**config.mk**
```make
export PLATFORM = sky130hd
export DESIGN_NAME = mpeg_decode_scheduler
export DESIGN_NICKNAME = d
export VERILOG_FILES = /design/src/rtl/mpeg_pkg.sv /design/src/rtl/mpeg_ts_fifo.sv /design/src/rtl/mpeg_decode_scheduler.sv
export SDC_FILE = /design/constraint.sdc
export NUM_CORES = 1
export LEC_CHECK = 0
export ABC_AREA = 1
export CORE_ASPECT_RATIO = 0.5
export CORE_MARGIN = 5
export CORE_UTILIZATION = 35
export CTS_CLUSTER_SIZE = 14
export DETAILED_ROUTE_END_ITERATION = 8
export SETUP_SLACK_MARGIN = 0.02
export SYNTH_ARGS = -nofsm -noshare
export SYNTH_HDL_FRONTEND = slang
export SYNTH_HIERARCHICAL = 1
export SYNTH_SLANG_ARGS = --single-unit
export TNS_END_PERCENT = 10
```
**constraint.sdc**
```tcl
create_clock -name i_clk -period 8.1 [get_ports i_clk]
set_input_delay 2.43 -clock i_clk [delete_from_list [all_inputs] [get_ports i_clk]]
set_output_delay 2.43 -clock i_clk [all_outputs]
set_load 0.005 [all_outputs]
```
**src/rtl/mpeg_pkg.sv**
```systemverilog
// Shared timestamp type, scheduler states and 45k->90k tick conversion.
// Pure declarations: no latency and no flow control.
package mpeg_pkg;
    typedef logic signed [32:0] mpeg_ts_t;

    typedef enum logic [1:0] {
        WAIT_START,
        RUN,
        DRAIN,
        DONE
    } sched_state_t;

    localparam int TICKS_90K_PER_45K = 2;

    function automatic mpeg_ts_t dclk_to_90k(input logic [31:0] dclk);
        return mpeg_ts_t'({1'b0, dclk}) * mpeg_ts_t'(TICKS_90K_PER_45K);
    endfunction
endpackage

```
**src/rtl/mpeg_ts_fifo.sv**
```systemverilog
// Show-ahead DTS FIFO with registered count; count/head update one cycle after push/pop.
// A push is accepted when not full or when a pop is honoured in the same cycle.
module mpeg_ts_fifo
    import mpeg_pkg::*;
#(
    parameter int DEPTH = 4
) (
    input  logic                       i_clk,
    input  logic                       i_reset,
    input  logic                       i_clear,
    input  logic                       i_push,
    input  logic signed [32:0]         i_push_dat,
    input  logic                       i_pop,
    output logic signed [32:0]         o_head_dat,
    output logic                       o_full,
    output logic                       o_empty,
    output logic [$clog2(DEPTH):0]     o_count
);
    localparam int AW = $clog2(DEPTH);
    localparam int CW = AW + 1;

    mpeg_ts_t        r_mem [DEPTH];
    logic [AW-1:0]   r_wr_ptr;
    logic [AW-1:0]   r_rd_ptr;
    logic [CW-1:0]   r_count;
    logic            w_do_push;
    logic            w_do_pop;

    assign o_full     = (r_count == CW'(DEPTH));
    assign o_empty    = (r_count == '0);
    assign o_count    = r_count;
    assign o_head_dat = r_mem[r_rd_ptr];

    assign w_do_pop  = i_pop && !o_empty;
    assign w_do_push = i_push && (!o_full || w_do_pop);

    always_ff @(posedge i_clk) begin
        if (w_do_push) begin
            r_mem[r_wr_ptr] <= i_push_dat;
        end
    end

    always_ff @(posedge i_clk) begin
        if (i_reset || i_clear) begin
            r_wr_ptr <= '0;
            r_rd_ptr <= '0;
            r_count  <= '0;
        end else begin
            if (w_do_push) begin
                r_wr_ptr <= r_wr_ptr + 1'b1;
            end
            if (w_do_pop) begin
                r_rd_ptr <= r_rd_ptr + 1'b1;
            end
            case ({w_do_push, w_do_pop})
                2'b10:   r_count <= r_count + 1'b1;
                2'b01:   r_count <= r_count - 1'b1;
                default: r_count <= r_count;
            endcase
        end
    end
endmodule

```
**src/rtl/mpeg_decode_scheduler.sv**
```systemverilog
// Releases one decode-start per queued DTS when local time reaches it; drops late entries.
// Start/drop pulses are registered one cycle after the decision; decoder_ready=0 holds the head.
module mpeg_decode_scheduler
    import mpeg_pkg::*;
#(
    parameter int DEPTH      = 4,
    parameter int LEAD_TICKS = 0,
    parameter int LATE_TICKS = 9000
) (
    input  logic                       i_clk,
    input  logic                       i_reset,
    input  logic [31:0]                i_dclk,
    input  logic signed [32:0]         i_scr_start_time,
    input  logic                       i_scr_start_valid,
    input  logic signed [32:0]         i_dts_in,
    input  logic                       i_dts_in_valid,
    input  logic                       i_program_end,
    input  logic                       i_playback_enable,
    input  logic                       i_decoder_ready,
    output logic                       o_decode_start,
    output logic signed [32:0]         o_decode_dts,
    output logic                       o_late_drop,
    output logic                       o_overflow,
    output logic [$clog2(DEPTH):0]     o_queue_count,
    output logic                       o_running,
    output logic                       o_program_done
);
    localparam mpeg_ts_t LEAD_TS  = mpeg_ts_t'(LEAD_TICKS);
    localparam mpeg_ts_t LATE_LIM = mpeg_ts_t'(LATE_TICKS + LEAD_TICKS);

    sched_state_t r_state;
    sched_state_t w_state_nxt;

    logic        r_scr_vld_d;
    logic        r_decode_start;
    mpeg_ts_t    r_decode_dts;
    logic        r_late_drop;
    logic        r_overflow;
    logic        r_program_done;

    mpeg_ts_t    w_now;
    mpeg_ts_t    w_diff;
    mpeg_ts_t    w_head;
    logic        w_due;
    logic        w_late;
    logic        w_full;
    logic        w_empty;
    logic        w_push;
    logic        w_pop;
    logic        w_start;
    logic        w_drop;
    logic        w_clear;
    logic        w_set_done;
    logic        w_release_ok;

    // Signed 33-bit wrapping arithmetic keeps ordering correct across dclk wrap.
    assign w_now  = dclk_to_90k(i_dclk) - i_scr_start_time;
    assign w_diff = w_now - w_head + LEAD_TS;
    assign w_due  = !w_diff[32];
    assign w_late = (w_diff > LATE_LIM);

    assign w_push       = i_dts_in_valid && (r_state != DONE);
    assign w_release_ok = ((r_state == RUN) || (r_state == DRAIN)) &&
                          i_playback_enable && !w_empty;

    mpeg_ts_fifo #(
        .DEPTH(DEPTH)
    ) u_fifo (
        .i_clk      (i_clk),
        .i_reset    (i_reset),
        .i_clear    (w_clear),
        .i_push     (w_push),
        .i_push_dat (i_dts_in),
        .i_pop      (w_pop),
        .o_head_dat (w_head),
        .o_full     (w_full),
        .o_empty    (w_empty),
        .o_count    (o_queue_count)
    );

    always_comb begin
        w_state_nxt = r_state;
        w_pop       = 1'b0;
        w_start     = 1'b0;
        w_drop      = 1'b0;
        w_clear     = 1'b0;
        w_set_done  = 1'b0;

        // Draining without a time base means there is nothing to schedule against: flush silently.
        if (w_release_ok) begin
            if ((r_state == DRAIN) && !i_scr_start_valid) begin
                w_pop = 1'b1;
            end else if (w_late) begin
                w_pop  = 1'b1;
                w_drop = 1'b1;
            end else if (w_due && i_decoder_ready) begin
                w_pop   = 1'b1;
                w_start = 1'b1;
            end
        end

        case (r_state)
            WAIT_START: begin
                if (i_program_end) begin
                    w_state_nxt = DRAIN;
                end else if (i_scr_start_valid && i_playback_enable) begin
                    w_state_nxt = RUN;
                end
            end
            RUN: begin
                if (i_program_end) begin
                    w_state_nxt = DRAIN;
                end
            end
            DRAIN: begin
                if (w_empty && !i_dts_in_valid) begin
                    w_state_nxt = DONE;
                    w_set_done  = 1'b1;
                end
            end
            DONE: begin
                if (r_scr_vld_d && !i_scr_start_valid) begin
                    w_state_nxt = WAIT_START;
                    w_clear     = 1'b1;
                end
            end
            default: w_state_nxt = WAIT_START;
        endcase
    end

    always_ff @(posedge i_clk) begin
        if (i_reset) begin
            r_state        <= WAIT_START;
            r_scr_vld_d    <= 1'b0;
            r_decode_start <= 1'b0;
            r_decode_dts   <= '0;
            r_late_drop    <= 1'b0;
            r_overflow     <= 1'b0;
            r_program_done <= 1'b0;
        end else begin
            r_state        <= w_state_nxt;
            r_scr_vld_d    <= i_scr_start_valid;
            r_decode_start <= w_start;
            r_late_drop    <= w_drop;
            if (w_start) begin
                r_decode_dts <= w_head;
            end
            if (w_push && w_full && !w_pop) begin
                r_overflow <= 1'b1;
            end
            if (w_set_done) begin
                r_program_done <= 1'b1;
            end else if (w_clear) begin
                r_program_done <= 1'b0;
            end
        end
    end

    assign o_decode_start = r_decode_start;
    assign o_decode_dts   = r_decode_dts;
    assign o_late_drop    = r_late_drop;
    assign o_overflow     = r_overflow;
    assign o_running      = (r_state == RUN);
    assign o_program_done = r_program_done;
endmodule

```
* After elaboration in Yosys (flattened, before gate mapping) *
Memories as Yosys holds them, arrays and structs flattened. A register that Yosys moved wholly into a read port is not among the register bits.
Cells that the tools add are included.

word-level totals
  register bits after elaboration = 47
  RAM bits = 132
  input port bits = 105
  output and inout port bits = 41
  logic and storage cells = 82
  memories = 1

cells by class
  add/subtract/negate cells = 6
  order comparisons = 1
  equal/unequal tests = 11
  mux-type cells = 25
  bitwise logic cells = 1
  reductions and logical operators = 27

memories
  name          words  bits a word  rd ports  clocked after memory_dff  wr ports  line                RTL
  u_fifo.r_mem  4      33           1         1                         1         mpeg_ts_fifo.sv:22  mpeg_ts_t r_mem [DEPTH];

operators by type and width
  kind                  number
  $sub 33x33->33        2
  $gt 33x15->1 const B  1
  $mux 1                16
  $mux 2                7
  $logic_and 1x1->1     12
  $pmux 2 s4            1
  $eq 2x2->1 const B    3
  $logic_not 1->1       6
  $ne 2x2->1 const B    3
  $pmux 3 s2            1
  $add 2x1->2 const B   2
  $eq 2x1->1 const B    2
  $reduce_and 4->1      1
  $reduce_bool 2->1     2
  $add 3x1->3 const B   1
  $eq 3x3->1 const B    1
  $logic_not 3->1       1
  $logic_or 1x1->1      3
  $ne 3x3->1 const B    1
  $reduce_or 3->1       1
  $sub 3x1->3 const B   1
  $logic_not 2->1       1
  $ne 2x1->1 const B    1
  $not 1->1             1

* Longest topological paths before layout *
Gate-level depths: netlist of the first run.

  depth in word-level cells = 13
  depth in mapped cells = 40
  mapped depth without buffers = 39

* By module *
Netlist of the first run, hierarchy kept.

by module, submodules not included
  module                 times used  cells each  area each (um2)  seq. area each (um2)
  mpeg_decode_scheduler  1           902         5,485.3          800.8
  mpeg_ts_fifo           1           395         5,429.0          4,144.0

* Worst setup path after synthesis of the first run *
OpenSTA, ideal clock, no wires.

  path type = input -> register
  start = in i_scr_start_time[7]
  end = mem u_fifo/r_mem[0][0] (netlist bit) (enable)
  data arrival time = 6.318 ns
  required time = 7.677 ns
  slack = 1.359 ns
  stages = 26
  buffers on the path = 0
  cell sequence = inv_1 > fa_1 > ha_1 > nand2_1 > inv_1 > nand2_1 > nand2_1 > a21oi_1 > nand2_1 > nand2_1 > nand2_1 > inv_1 > nand2_1 > nor2_1 > nand3_1 > nand2_1 > nand2_1 > nand2_1 > nand2_2 > nand2_1 > nand2_1 > inv_1 > inv_1 > nand3_1 > nand2_1 > nor2_1

between the ends
  cells in the longest elaborated chain, start to end = 13

RTL lines
  what                                                  line                         RTL
  from (decl)                                           mpeg_decode_scheduler.sv:13  input logic signed [32:0] i_scr_start_time,
  $sub 33x33->33 (*)                                    mpeg_decode_scheduler.sv:57  assign w_now = dclk_to_90k(i_dclk) - i_scr_start_time;
  $sub 33x33->33 (*)                                    mpeg_decode_scheduler.sv:58  assign w_diff = w_now - w_head + LEAD_TS;
  branches (longest 3 deep; another with $gt 33x15->1)  n/a
  $mux 1 (*)                                            mpeg_decode_scheduler.sv:93  end else if (w_late) begin
  $mux 1 (*)                                            mpeg_decode_scheduler.sv:91  if ((r_state == DRAIN) && !i_scr_start_valid) begin
  $mux 1 (*)                                            mpeg_decode_scheduler.sv:90  if (w_release_ok) begin
  net w_pop                                             mpeg_decode_scheduler.sv:49  logic w_pop;
  $logic_and 1x1->1 (*)                                 mpeg_ts_fifo.sv:34           assign w_do_pop = i_pop && !o_empty;
  $logic_or 1x1->1 (*)                                  mpeg_ts_fifo.sv:35           assign w_do_push = i_push && (!o_full || w_do_pop);
  $logic_and 1x1->1 (*)                                 mpeg_ts_fifo.sv:35
  $mux 1 (*)                                            mpeg_ts_fifo.sv:38           if (w_do_push) begin
  $mux 1 (not written as such) (*)                      mpeg_ts_fifo.sv:39           r_mem[r_wr_ptr] <= i_push_dat;
  to (decl)                                             mpeg_ts_fifo.sv:22

Mark *: on every way through the listed nets, which the timed path passes.

* Worst setup path in the final report of the first run *
  start = in i_scr_start_time[12]
  end = reg u_fifo.r_count[2], in the netlist u_fifo/o_count[2]

between the ends
  cells in the longest elaborated chain, start to end = 13

RTL lines
  what                                                    line                         RTL
  $sub 33x33->33 (*)                                      mpeg_decode_scheduler.sv:57
  $sub 33x33->33 (*)                                      mpeg_decode_scheduler.sv:58
  branches (longest 3 deep; another with $gt 33x15->1)    n/a
  $mux 1 (*)                                              mpeg_decode_scheduler.sv:93
  $mux 1 (*)                                              mpeg_decode_scheduler.sv:91
  $mux 1 (*)                                              mpeg_decode_scheduler.sv:90
  net w_pop                                               mpeg_decode_scheduler.sv:49
  $logic_and 1x1->1 (*)                                   mpeg_ts_fifo.sv:34
  $logic_or 1x1->1                                        mpeg_ts_fifo.sv:35
  $logic_and 1x1->1                                       mpeg_ts_fifo.sv:35
  $eq 2x1->1 / $eq 2x2->1 (equally long branches)         mpeg_ts_fifo.sv:55           case ({w_do_push, w_do_pop})
  $pmux 3 s2 / $reduce_bool 2->1 (equally long branches)  n/a
  to (signal assigned)                                    mpeg_ts_fifo.sv:56           2'b10: r_count <= r_count + 1'b1;
  to (signal assigned)                                    mpeg_ts_fifo.sv:57           2'b01: r_count <= r_count - 1'b1;
  to (signal assigned)                                    mpeg_ts_fifo.sv:58           default: r_count <= r_count;
  to (decl)                                               mpeg_ts_fifo.sv:25           logic [CW-1:0] r_count;

Marks and branches as above.
A chain may end at the register's enable or synchronous reset.

==> results.py, run 1 <==
metrics = {
    "placement": {
        "finalWeightedCongestion": 0.9016,
        "port_buffers": 145,
        "dpl_cell_area_mm2": 0.01270,
        "hpwl_mm": 22.84,
    },
    "grt": {
        "antenna_found_initial": 1,
        "grt-ovfl-total": 0,
        "busiest_layer": "met2",
        "grt_max_degree": 67,
        "grt_pass1_wl_mm": 46.48,
        "met1_usage_pct": 22.71,
        "grt_util_met3_pct": 2.952,
        "gr-usage-met2_pct": 29.24,
        "grt_pass1_vias": 8511,
        "grtUsageTotal_pct": 16.93,
    },
    "cells_and_area": {
        "fin_area_mm2": 0.01328,
        "area_delta_synth_final_pct": 21.66,
        "layout-drive-gt1-share_pct": 7.989,
        "finalNetCount": 1621,
    },
    "synth": {
        "synth_common_cells": "nand2_1, inv_1, nor2_1",
        "synth-compound-area-share_pct": 8.403,
        "netlist.area_leader.share_pct": 36.32,
        "synth_edf_count": 132,
        "synth_simple_gate_area_share_pct": 23.72,
        "yosys_warnings": 6,
        "synth_top_family_by_area": "simple AND/OR/NAND/NOR gates",
        "synthAdderAreaFrac_pct": 11.03,
        "synthFlopType": "edfxtp_1",
        "ys_ff_latch": 181,
        "async_flop_share_pct": 0,
        "syn_area_per_cell_um2": 8.415,
        "netlist_area_mm2": 0.01091,
        "yosys.area.top_type": "edfxtp_1",
        "synth_xor_area_share_pct": 1.055,
        "syn_inst": 1297,
        "synth_area_leaders": "edfxtp_1, nand2_1, dfxtp_1",
        "synth_cell_types": 41,
        "synth_most_common_cell": "nand2_1",
        "muxShareOfSynthArea_pct": 0,
        "ys_seq_area_share_pct": 45.31,
        "syn_nets": 1479,
    },
    "worst_setup_path": {
        "path_max_fanout": 5,
        "cpMostUsedCell": "nand2_1",
        "worstSetupPathType": "input pin to flop",
        "crit_family": "simple AND/OR/NAND/NOR gates",
        "slowest_delay_ns": 0.47,
        "worst-path-buf-inv": 6,
        "critPathSlowestCell": "clkdlybuf4s50_1",
        "end_kind": "flop",
        "required_ns": 8.42,
        "startpoint_type": "input pin",
        "arrival_ns": 7.38,
        "crit_path_start": "i_scr_start_time[12]",
    },
    "drt": {
        "wl_per_cell_um": 15.82,
        "wl_mm": 29.70,
        "drt-initial-drc-count": 775,
        "via_per_inst": 4.637,
        "vias": 8704,
        "detail-route-antenna-nets": 0,
        "drc": 0,
        "drt_pass1_iterations": 5,
    },
    "power": {
        "seqPwrFrac_pct": 32.5,
        "p_int_uw": 2080,
        "p_sw_share_pct": 39.30,
        "p_sw_uw": 1347,
        "ir_drop_uv": 135.9,
        "clockPowerShare_pct": 23.2,
        "power_uw": 3427,
        "power_density_mw_per_mm2": 258.1,
        "cellLeakagePower_uw": 0.005761,
        "combPwrFrac_pct": 44.2,
    },
    "timing": {
        "min_period_ns": 7.055,
        "hold_viol": 0,
        "min_period_over_period_pct": 87.09,
        "tns_ns": 0,
        "maxSlewHeadroom_pct": 31.48,
        "finalSetupViolations": 0,
        "finClkSkew_ns": 0.01142,
        "maxSlewViolCount": 0,
        "rsz0062_at_grt": "no",
        "fmax_mhz": 141.8,
        "worstMarginPinSlew_ns": 1.027,
    },
    "clock_network": {
        "clock-root-buffer": "clkbuf_16",
        "clk_path_buf_depth": 2,
        "clkTransAtPathRegs_ns": 0.07,
        "clock_latency_ns": 0.43,
        "h-tree-depth": 4,
        "cts_hold_buf": 0,
        "cts_tree": "built",
        "cts_sinks": 181,
        "cts_setup_buffers": 0,
        "cts_made_buffers": 17,
        "post_cts_resized": 0,
    },
    "min_path": {
        "min_from": "o_program_done",
        "worstHoldPathType": "flop to flop",
    },
    "job": {
        "maxCapViolations": 0,
    },
    "floorplanning": {
        "dieHeight_um": 134.9,
        "die_area_mm2": 0.03503,
        "start_util_pct": 35.76,
        "dieWidth_um": 259.7,
        "rows": 45,
        "core_mm2": 0.03052,
        "num_io_pins": 146,
    },
    "status": {
        "outcome": "complete, no violations",
    },
}
## logic make-up (layout without fill, tap and decap cells)
kind of cell / after synthesis / count (layout)
flip-flops: 181 / 181
other: 0 / 2
AND/OR/NAND/NOR: 597 / 597
AO/OA/AOI/OAI: 171 / 171
buffers and inverters: 260 / 415
adder cells (fa/ha/maj): 77 / 77
XOR/XNOR: 11 / 11
## layout make-up
class | count | area [µm²]
antenna | 2 | 5.005
clock buffer | 23 | 467.9
clock inverter | 9 | 103.9
fill | 3040 | 17240
inverter | 231 | 874.6
multi-input combinational | 856 | 4835
sequential | 181 | 4946
tap | 423 | 529.3
timing repair buffer | 152 | 1516
## stage by stage
step                      worst slack [ns]  std cells  hold slack [ns]  util (%)
after floorplan                      1.359       1297           0.4405         -
after global placement              0.6069       1843           0.4650     41.62
after detailed placement            0.6035       1843           0.4680     41.62
after CTS                            1.043       1875           0.4774     43.49
after global routing                0.6278       1876           0.5103     43.50
final                                1.045       1877           0.4666     43.51
## state kept, by name, indices dropped and copies added (netlist names), 2 cells and up, named ones only
name	cells
o_decode_dts	33
r_state	2
u_fifo/o_count	3
u_fifo/r_mem	132
u_fifo/r_rd_ptr	2
u_fifo/r_wr_ptr	2
## worst paths after layout
kind / end / slack, ns / cells after the start
min reg2reg: o_program_done / 0.47 / 2
max: u_fifo/o_count[2] / 1.05 / 31
min: o_program_done / 0.47 / 2
max reg2reg: u_fifo/o_count[2] / 1.73 / 34
## tightest hold or removal path: cells and delay by family, from the launching register on
family	cells	cell delay (ns)
compound gates	1	0.05
simple gates	1	0.06
flops	1	0.31
## cell usage in the layout, fill, tap and decap left out, types with 4 or more instances in the layout
cell type,instances
edfxtp_1,132
nor2_2,42
nor2_1,165
a21oi_1,28
o21ai_0,65
xnor2_1,6
fa_1,32
buf_4,6
inv_1,219
nand2_1,285
clkdlybuf4s50_1,145
nand3_1,50
nand2_2,18
inv_2,10
nor2_4,5
o22ai_1,33
dfxtp_1,48
clkbuf_1,4
nor3_1,6
clkbuf_16,17
o21ai_1,38
and2_1,5
nand4_1,8
ha_1,45
xor2_1,4
nand3b_1,8
## per-layer routing
metal  vias to the layer above  share of wire (%)
met3                        21                4.4
met2                       172                 49
li1                       4426                  -
met1                      4085                 46
met5                         -                  0
met4                         0                1.0
## power by group through the flow
stage | Clock, µW | Sequential [µW] | Combinational (µW)
after floorplan | 0 | 1130 | 1060
after global placement | 0 | 1130 | 1500
after detailed placement | 0 | 1140 | 1510
after CTS | 813 | 1120 | 1520
after global routing | 852 | 1120 | 1720
final | 796 | 1120 | 1520
Power figures use the tool's default switching activity.
==> run 2: changes to the inputs <==
==> constraint.sdc (replaced) <==
create_clock -name i_clk -period 6.2 [get_ports i_clk]
set_input_delay 1.24 -clock i_clk [delete_from_list [all_inputs] [get_ports i_clk]]
set_output_delay 1.24 -clock i_clk [all_outputs]
set_load 0.005 [all_outputs]
==> run 2 against run 1 <==
Against the previous run: core utilization increased by 1.1 points; power increased by 38%; non-clock buffer count rose by 15; cell count increased by 0.75%; sequential cell count did not move; routed wire length increased by 0.50%; largest cell class unchanged.
==> results.py, run 2 (same netlist as run 1, synthesis figures left out) <==
metrics = {
    "worst_setup_path": {
        "cpMostUsedCell": "nand2_1",
        "worstSetupPathType": "input pin to flop",
        "critPathSlowestCell": "fa_1",
        "reg2reg_depth": 33,
        "arrival_ns": 6.08,
        "path_max_fanout": 5,
        "end_kind": "flop",
        "startpoint_type": "input pin",
        "required_ns": 6.56,
        "slowest_delay_ns": 0.52,
    },
    "floorplanning": {
        "start_util_pct": 35.76,
        "dieHeight_um": 134.9,
        "die_area_mm2": 0.03503,
        "num_io_pins": 146,
        "core_mm2": 0.03052,
        "dieWidth_um": 259.7,
        "rows": 45,
    },
    "clock_network": {
        "clock_latency_ns": 0.42,
        "h-tree-depth": 4,
        "cts_sinks": 181,
        "clkTransAtPathRegs_ns": 0.06,
        "cts_made_buffers": 17,
        "clock-root-buffer": "clkbuf_16",
        "clk_path_buf_depth": 2,
        "cts_hold_buf": 0,
        "cts_setup_buffers": 0,
        "post_cts_resized": 0,
        "cts_tree": "built",
    },
    "cells_and_area": {
        "stdcell_count": 1891,
        "final_cell_mix": "nand2_1, inv_1, nor2_1, clkdlybuf4s50_1, edfxtp_1",
        "final_common_cell": "nand2_1",
        "area_delta_synth_final_pct": 24.72,
        "finalCoreUtilization_pct": 44.60,
        "finalNetCount": 1636,
        "largest-register": "u_fifo/r_mem",
        "layout-drive-gt1-share_pct": 9.475,
        "largest_reg_flops": 132,
    },
    "status": {
        "outcome": "complete, no violations",
    },
    "grt": {
        "gr-usage-met2_pct": 29.96,
        "grtUsageTotal_pct": 17.02,
        "met1_usage_pct": 22.75,
        "busiest_layer": "met2",
        "grt_pass1_vias": 8741,
        "grt-ovfl-total": 0,
        "grt_pass1_wl_mm": 47.20,
        "grt_util_met3_pct": 2.149,
        "antenna_found_initial": 0,
        "grt_max_degree": 43,
    },
    "timing": {
        "tns_ns": 0,
        "finClkSkew_ns": 0.007370,
        "worstMarginPinSlew_ns": 1.026,
        "layout_setup_ws_ns": 0.4750,
        "rsz0062_at_grt": "no",
        "finalSetupViolations": 0,
        "min_period_ns": 5.725,
        "min_period_over_period_pct": 92.34,
        "hold_viol": 0,
        "maxSlewHeadroom_pct": 31.56,
        "fmax_mhz": 174.7,
        "maxSlewViolCount": 0,
    },
    "drt": {
        "wl_mm": 29.85,
        "wl_per_cell_um": 15.79,
        "detail-route-antenna-nets": 0,
        "vias": 8875,
        "via_per_inst": 4.693,
        "drt_pass1_iterations": 5,
        "drc": 0,
        "drt-initial-drc-count": 679,
    },
    "power": {
        "ir_drop_uv": 144.8,
        "clockPowerShare_pct": 26.2,
        "p_sw_share_pct": 37.58,
        "seqPwrFrac_pct": 31.0,
        "p_sw_uw": 1772,
        "power_density_mw_per_mm2": 346.5,
        "p_int_uw": 2944,
        "combPwrFrac_pct": 42.8,
        "cellLeakagePower_uw": 0.005936,
        "power_uw": 4717,
    },
    "job": {
        "maxCapViolations": 0,
    },
    "placement": {
        "port_buffers": 145,
        "finalWeightedCongestion": 0.9312,
        "dp.cells": 1858,
        "hpwl_mm": 23.37,
        "dpl_worst_slack_ns": 0.02732,
    },
    "min_path": {
        "hold_depth": 2,
        "worstHoldPathType": "flop to flop",
    },
}
-- run 2: path summary, 6_finish.rpt --
| check | slack (ns) | endpoint | from |
|---|---|---|---|
| max | 0.48 | u_fifo/o_count[2] | i_dclk[11] |
| min reg2reg | 0.48 | o_overflow | o_overflow |
| max reg2reg | 0.52 | u_fifo/o_count[2] | flop |
| min | 0.48 | o_overflow | o_overflow |
-- run 2: per-stage QoR --
stage	instance area, µm²	hold slack [ns]
CTS	13580	0.4789
global route	13610	0.4930
global placement	12860	0.4712
finish	13610	0.4780
floorplan	10910	0.4405
detailed placement	12860	0.4674
-- run 2: critical path, delay by kind of cell --
family,cells,cell delay (ns)
fa+ha+maj,4,1.48
buf+inv,4,0.71
simple gates,22,2.64
-- run 2: layout make-up --
type | instances | area [µm²]
fillers | 3008 | 16910
flip-flops and latches | 181 | 4950
multi-input cells | 856 | 4856
repair buffers | 167 | 1683
inverters | 231 | 874.6
clock buffers | 29 | 626.9
well taps | 423 | 529.3
clock inverters | 3 | 90.09
diodes | 1 | 2.502
-- run 2: layer usage --
metal | part of all wire [%] | up-vias
met5 | 0 | -
met4 | 1.2 | 0
met3 | 3.1 | 24
met2 | 49 | 152
met1 | 46 | 4243
li1 | - | 4456
-- run 2: power by group through the flow --
stage               clock, µW  combinational [µW]  sequential (µW)
finish                   1240                2020             1460
global route             1300                2280             1470
CTS                      1250                2000             1460
detailed placement          0                1990             1490
global placement            0                1980             1480
floorplan                   0                1390             1480
